==> config.mk <==
export PLATFORM = sky130hd
export DESIGN_NAME = lfsr_prng
export DESIGN_NICKNAME = d
export VERILOG_FILES = /design/src/rtl/lfsr_prng_pkg.sv /design/src/rtl/lfsr_prng_core.sv /design/src/rtl/lfsr_prng.sv
export SDC_FILE = /design/constraint.sdc
export NUM_CORES = 1
export LEC_CHECK = 0
export CAP_MARGIN = 20
export CORE_ASPECT_RATIO = 0.6
export CORE_MARGIN = 1
export CORE_UTILIZATION = 47
export DETAILED_ROUTE_END_ITERATION = 7
export GPL_ROUTABILITY_DRIVEN = 0
export PLACE_DENSITY = 0.81
export SLEW_MARGIN = 20
export SYNTH_ARGS = -nofsm -noshare
export SYNTH_HDL_FRONTEND = slang
export SYNTH_SLANG_ARGS = --single-unit
export TNS_END_PERCENT = 50
==> constraint.sdc <==
create_clock -name clk_i -period 2.3 [get_ports clk_i]
set_clock_uncertainty 0.1 [all_clocks]
set_input_delay 0.46 -clock clk_i [delete_from_list [all_inputs] [get_ports clk_i]]
set_output_delay 0.46 -clock clk_i [all_outputs]
set_load 0.03 [all_outputs]
==> src/rtl/lfsr_prng_pkg.sv <==
// Shared types, constants and the single-shift helper for the LFSR PRNG.
package lfsr_prng_pkg;

  // Widest state the helper supports; narrower states are zero-extended.
  localparam int unsigned LFSR_MAX_W = 256;

  // Operating phases: output is withheld during WARMUP, handshaken in RUN.
  typedef enum logic {
    ST_WARMUP,
    ST_RUN
  } state_e;

  // Maximal-length XNOR tap masks for common widths.
  localparam logic [7:0]   LFSR_TAPS_8   = 8'hB8;
  localparam logic [15:0]  LFSR_TAPS_16  = 16'hB400;
  localparam logic [31:0]  LFSR_TAPS_32  = 32'h8020_0003;
  localparam logic [127:0] LFSR_TAPS_128 = 128'h8000_0000_0000_0000_0008_0000_0000_2112;

  // One Fibonacci XNOR shift: feedback is the inverted parity of the tapped
  // bits, shifted in at bit 0. Tap bits above the real width must be zero so
  // the garbage shifted into the upper bits never reaches the feedback.
  function automatic logic [LFSR_MAX_W-1:0] lfsr_step(
    input logic [LFSR_MAX_W-1:0] s,
    input logic [LFSR_MAX_W-1:0] taps
  );
    logic fb;
    fb = ~^(s & taps);
    return (s << 1) | LFSR_MAX_W'(fb);
  endfunction

endpackage

==> src/rtl/lfsr_prng_core.sv <==
// Combinational STEP-fold unrolling of the single-shift LFSR function.
module lfsr_prng_core
  import lfsr_prng_pkg::*;
#(
  parameter int unsigned WIDTH = 128,
  parameter int unsigned STEP  = 1
) (
  input  logic [WIDTH-1:0] state_i,
  input  logic [WIDTH-1:0] taps_i,
  output logic [WIDTH-1:0] state_o
);

  logic [WIDTH-1:0] cur;

  // Apply the single shift STEP times back to back within one cycle.
  always_comb begin
    // NOTE: blocking assignments here are intentional -- each loop iteration
    // must see the value produced by the previous one, like a wire chain.
    cur = state_i;
    for (int i = 0; i < int'(STEP); i++) begin
      cur = WIDTH'(lfsr_step(LFSR_MAX_W'(cur), LFSR_MAX_W'(taps_i)));
    end
    state_o = cur;
  end

endmodule

==> src/rtl/lfsr_prng.sv <==
// Parametrised Fibonacci XNOR LFSR random source with loadable seed/taps,
// warm-up phase, valid/ready output handshake and all-ones lockup escape.
module lfsr_prng
  import lfsr_prng_pkg::*;
#(
  parameter int unsigned      WIDTH  = 128,
  parameter int unsigned      OUT_W  = 8,
  parameter int unsigned      STEP   = 1,
  parameter logic [WIDTH-1:0] SEED   = '0,
  parameter logic [WIDTH-1:0] TAPS   = WIDTH'(LFSR_TAPS_128),
  parameter int unsigned      WARMUP = 16
) (
  input  logic             clk_i,
  input  logic             rst_ni,
  input  logic             seed_valid_i,
  input  logic [WIDTH-1:0] seed_i,
  input  logic [WIDTH-1:0] taps_i,
  output logic             rnd_valid_o,
  input  logic             rnd_ready_i,
  output logic [OUT_W-1:0] rnd_o,
  output logic [WIDTH-1:0] state_o,
  output logic             busy_o
);

  // A zero-length warm-up still needs a legal 1-bit counter; it is never used.
  localparam int unsigned      CNT_W      = (WARMUP > 0) ? $clog2(WARMUP + 1) : 1;
  localparam logic [CNT_W-1:0] CNT_LAST   = (WARMUP > 0) ? CNT_W'(WARMUP - 1) : '0;
  localparam logic             HAS_WARMUP = (WARMUP > 0);
  localparam state_e           FSM_INIT   = HAS_WARMUP ? ST_WARMUP : ST_RUN;

  // Forcing the top tap keeps the shift map bijective, so all-ones can only
  // ever map to itself and is never entered from any other state.
  localparam logic [WIDTH-1:0] TAP_MSB    = {1'b1, {(WIDTH - 1){1'b0}}};
  localparam logic [WIDTH-1:0] TAPS_INIT  = TAPS | TAP_MSB;

  logic [WIDTH-1:0] state_q, state_d;
  logic [WIDTH-1:0] taps_q, taps_d;
  logic [CNT_W-1:0] cnt_q, cnt_d;
  state_e           fsm_q, fsm_d;
  logic             valid_q, valid_d;
  logic             busy_q, busy_d;

  logic [WIDTH-1:0] stepped;
  logic             fire;
  logic             advance;

  lfsr_prng_core #(
    .WIDTH (WIDTH),
    .STEP  (STEP)
  ) u_core (
    .state_i (state_q),
    .taps_i  (taps_q),
    .state_o (stepped)
  );

  assign fire = valid_q & rnd_ready_i;

  // Next-state logic: seed load beats everything, then the warm-up/run phases.
  always_comb begin
    // NOTE: every variable gets a default first so no path leaves one
    // unassigned, which would otherwise infer a latch.
    taps_d  = taps_q;
    cnt_d   = cnt_q;
    fsm_d   = fsm_q;
    valid_d = valid_q;
    busy_d  = busy_q;
    advance = 1'b0;

    if (seed_valid_i) begin
      taps_d  = taps_i | TAP_MSB;
      cnt_d   = '0;
      fsm_d   = FSM_INIT;
      valid_d = ~HAS_WARMUP;
      busy_d  = HAS_WARMUP;
    end else begin
      unique case (fsm_q)
        ST_WARMUP: begin
          advance = 1'b1;
          if (cnt_q == CNT_LAST) begin
            fsm_d   = ST_RUN;
            valid_d = 1'b1;
            busy_d  = 1'b0;
            cnt_d   = '0;
          end else begin
            cnt_d = cnt_q + CNT_W'(1);
          end
        end
        ST_RUN: begin
          advance = fire;
        end
        default: begin
          fsm_d = FSM_INIT;
        end
      endcase
    end

    // All-ones is a dead fixed point: never load it, and escape it if seen.
    if (seed_valid_i) begin
      state_d = (&seed_i) ? SEED : seed_i;
    end else if (&state_q) begin
      state_d = SEED;
    end else if (advance) begin
      state_d = stepped;
    end else begin
      state_d = state_q;
    end
  end

  // State registers, FSM and registered handshake outputs.
  always_ff @(posedge clk_i or negedge rst_ni) begin
    if (!rst_ni) begin
      state_q <= SEED;
      taps_q  <= TAPS_INIT;
      cnt_q   <= '0;
      fsm_q   <= FSM_INIT;
      valid_q <= ~HAS_WARMUP;
      busy_q  <= HAS_WARMUP;
    end else begin
      // NOTE: non-blocking assignments so every register samples the values
      // from before this edge, independent of statement order.
      state_q <= state_d;
      taps_q  <= taps_d;
      cnt_q   <= cnt_d;
      fsm_q   <= fsm_d;
      valid_q <= valid_d;
      busy_q  <= busy_d;
    end
  end

  assign rnd_valid_o = valid_q;
  assign busy_o      = busy_q;
  assign rnd_o       = state_q[OUT_W-1:0];
  assign state_o     = state_q;

endmodule

==> flow_summary_export.csv <==
group,metric,value,unit
finish,final_nets,2101,
timing,finalCriticalPeriod,2.49,ns
finish,layout-drive-gt1-share,33.4,%
yosys,synth_top_area_share,50.3,%
worst_setup_path,worstPathArrival,2.86,ns
yosys,syn_inst,1219,
die,die_area,27900,µm²
drt,ant_nets,0,
die,rows,46,
global_routing,grt_pass1_vias,13024,
worst_setup_path,required,2.67,ns
timing,setup_viol,128,
drt,first_pass_iters,5,
placed_design,io_buffers,396,
yosys,ys_ff_latch,263,
yosys,synth_seq_area_share,51.5,%
placed_design,pre_cts_ws,-1.12,ns
worst_hold_path,hold_path.class,"in -> reg",
global_routing,antenna_found_initial,6,
yosys,ys_warn_count,0,
clock_tree,clk_path_buf_depth,3,
placed_design,place_hpwl,39800,µm
drt,wirelength,55900,µm
worst_setup_path,crit_slowest_cell,"dfrtp_1",
yosys,synth.avg_cell_area,10.5,µm²
finish,final_area,21200,µm²
finish,syn_to_final_growth,65.4,%
die,core_area,26600,µm²
placed_design,postPlaceCellArea,18900,µm²
worst_setup_path,cpPeakStageDelay,0.50,ns
yosys,yosysMostFrequentCell,"dfrtp_1",
yosys,synth_ff_type,"dfrtp_1",
finish,postLayoutCoreUtil,79.6,%
clock_tree,clk_latency,0.55,ns
die,io_pins,398,
yosys,ys_types,29,
clock_tree,cts_inserted_buffers,26,
timing,post-route-period-util,108,%
power,cellPowerDensity,721,nW/µm²
clock_tree,htree_levels,1,
yosys,async_flop_share,100,%
drt,wl_per_cell,25.2,µm
clock_tree,clk_pin_slew,0.07,ns
worst_setup_path,cp-end-kind,"flop",
timing,slew_headroom,62.5,%
global_routing,track_usage,38.7,%
timing,rsz0062_at_grt,"true",
global_routing,grt_overflow,0,
timing,whs,0.161,ns
drt,drc,0,
global_routing,grt_pass1_wl,79900,µm
drt,vias,13219,
global_routing,grt_max_degree,69,
worst_setup_path,path_cells,"nand4_1 > nor4_2 > nand4_1 > nor2_2 > nor2_4 > nand3_4 > buf_12 > buf_8 > nor2_1 > a21oi_1",
finish,instances_no_fill,2223,
yosys,synth_area,12800,µm²
flow_run,cap_viol_max_count,0,
power,peakVddDrop,0.000636,V
timing,drv_slew,0,
worst_setup_path,critPathLaunchType,"flop",
worst_setup_path,critical_path_peak_fanout,12,
drt,viasPerCell,5.95,
run_status,outcome,"finished with violations",
yosys,ys_top_cells_by_count,"dfrtp_1, nor2_1, a22oi_1",
timing,setup_slack,-0.188,ns
yosys,syn_nets,1480,
clock_tree,cts_tree,"done",
yosys,synth.largest_area_cell,"dfrtp_1",
drt,drt_iter0_markers,1625,
worst_setup_path,critPathKind,"reg -> reg",
die,start_util,48.1,%
die,die_w,215,µm
timing,worst_slew_pin_slew,0.563,ns
yosys,synth_edf_count,0,
timing,hold_viol_final,0,
clock_tree,cts_root_buf,"clkbuf_16",
die,die_h,130,µm
run_status,violations,"negative setup slack",
yosys,synth_area_leaders,"dfrtp_1, mux2_2, a22oi_1",
power,p_leak,9.55,nW
worst_setup_path,crit_top_cell,"nand4_1",
clock_tree,clock-sinks,263,
timing,fmax,0.402,GHz
placed_design,placed_cells,2140,
-- per-layer routing --
layer	track usage [%]	up-vias	wire [µm]
li1	-	5633	-
met1	54.6	6464	23200
met2	56.4	961	23600
met3	13.2	155	7080
met4	11.6	6	2000
met5	0	-	43
-- flip-flops by register name (all words and copies together) (netlist names) --
signal and count:
busy_o 1, cnt_q 5, fsm_q 1, rnd_valid_o 1
state_o 128, taps_q 127
-- cells in the final DEF (no fill, tap or decap), types with 8 or more instances in the layout --
cell type / count
a21oi_1: 103
dlygate4sd2_1: 95
clkinv_2: 10
nand2_1: 119
buf_12: 23
a21oi_2: 24
mux2_2: 127
xnor2_2: 16
clkbuf_16: 28
dfrtp_2: 14
clkdlybuf4s50_1: 247
dlymetal6s2s_1: 45
a22oi_1: 73
nor2_4: 12
nor2_2: 10
nor2_1: 115
dfrtp_1: 243
buf_16: 12
xor2_1: 28
a22oi_2: 55
nand2_2: 11
xnor2_1: 80
buf_8: 8
buf_4: 230
nand4_1: 68
-- logic make-up after synthesis --
logic type	after synthesis	share of synthesized area, %
buffers and inverters	80	2.76
DFF	263	51.5
muxes	128	11.3
adders and majority gates	1	0.0978
AOI/OAI and AO/OA	259	12.7
xor gates and xnor gates	129	9.30
and+or+nand+nor	359	12.4
-- worst max-delay path, delay by kind of cell (launching register included) --
family	cells	cell delay, ns
flops	1	0.50
compound gates	1	0.13
simple gates	7	1.29
buf+inv	2	0.38
-- power by group --
| group | leakage, nW | total (mW) | switching [mW] | internal (mW) |
|---|---|---|---|---|
| clock network | 0.451 | 4.55 | 1.94 | 2.61 |
| logic | 5.98 | 5.13 | 2.56 | 2.57 |
| registers | 3.12 | 5.57 | 0.478 | 5.09 |
-- path summary, 6_finish.rpt --
kind	startpoint	end	slack, ns	cells past startpoint
setup / recovery	state_o[39]	state_o[58]	-0.19	10
hold / removal	seed_i[74]	state_o[74]	0.16	3
setup reg to reg	state_o[39]	state_o[58]	-0.19	10
hold reg to reg	taps_q[78]	taps_q[78]	0.41	1
max in group asynchronous	rst_ni	state_o[85]	0.99	3
min in group asynchronous	rst_ni	taps_q[114]	0.32	2
-- area by class of cell --
class	instances	area, µm²
Antenna cell	3	7.51
Inverter	1	3.75
Tap cell	360	450
Clock inverter	14	149
Timing Repair Buffer	672	6630
Multi-Input combinational cell	876	6580
Fill cell	1618	5420
Clock buffer	34	742
Sequential cell	263	6610
-- what timing repair did --
action | 4_1_cts | 5_1_grt
cloned | 13 | 1
setup endpoints to repair | 215 | 175
gates resized for setup | 225 | 138
setup buffers | 16 | 7
pin swaps | 16 | 32
hold buffers | 1 | 0
hold endpoints to repair | 46 | 0
-- metrics by stage --
stage	total power [mW]	setup TNS [ns]
2_1_floorplan	8.18	0
3_3_place_gp	10.4	-138.24
3_5_place_dp	10.5	-133.22
4_1_cts	15.0	-7.90
5_1_grt	15.8	-20.70
6_report	15.3	-14.80
No activity file was read; power rests on OpenSTA's default activity.
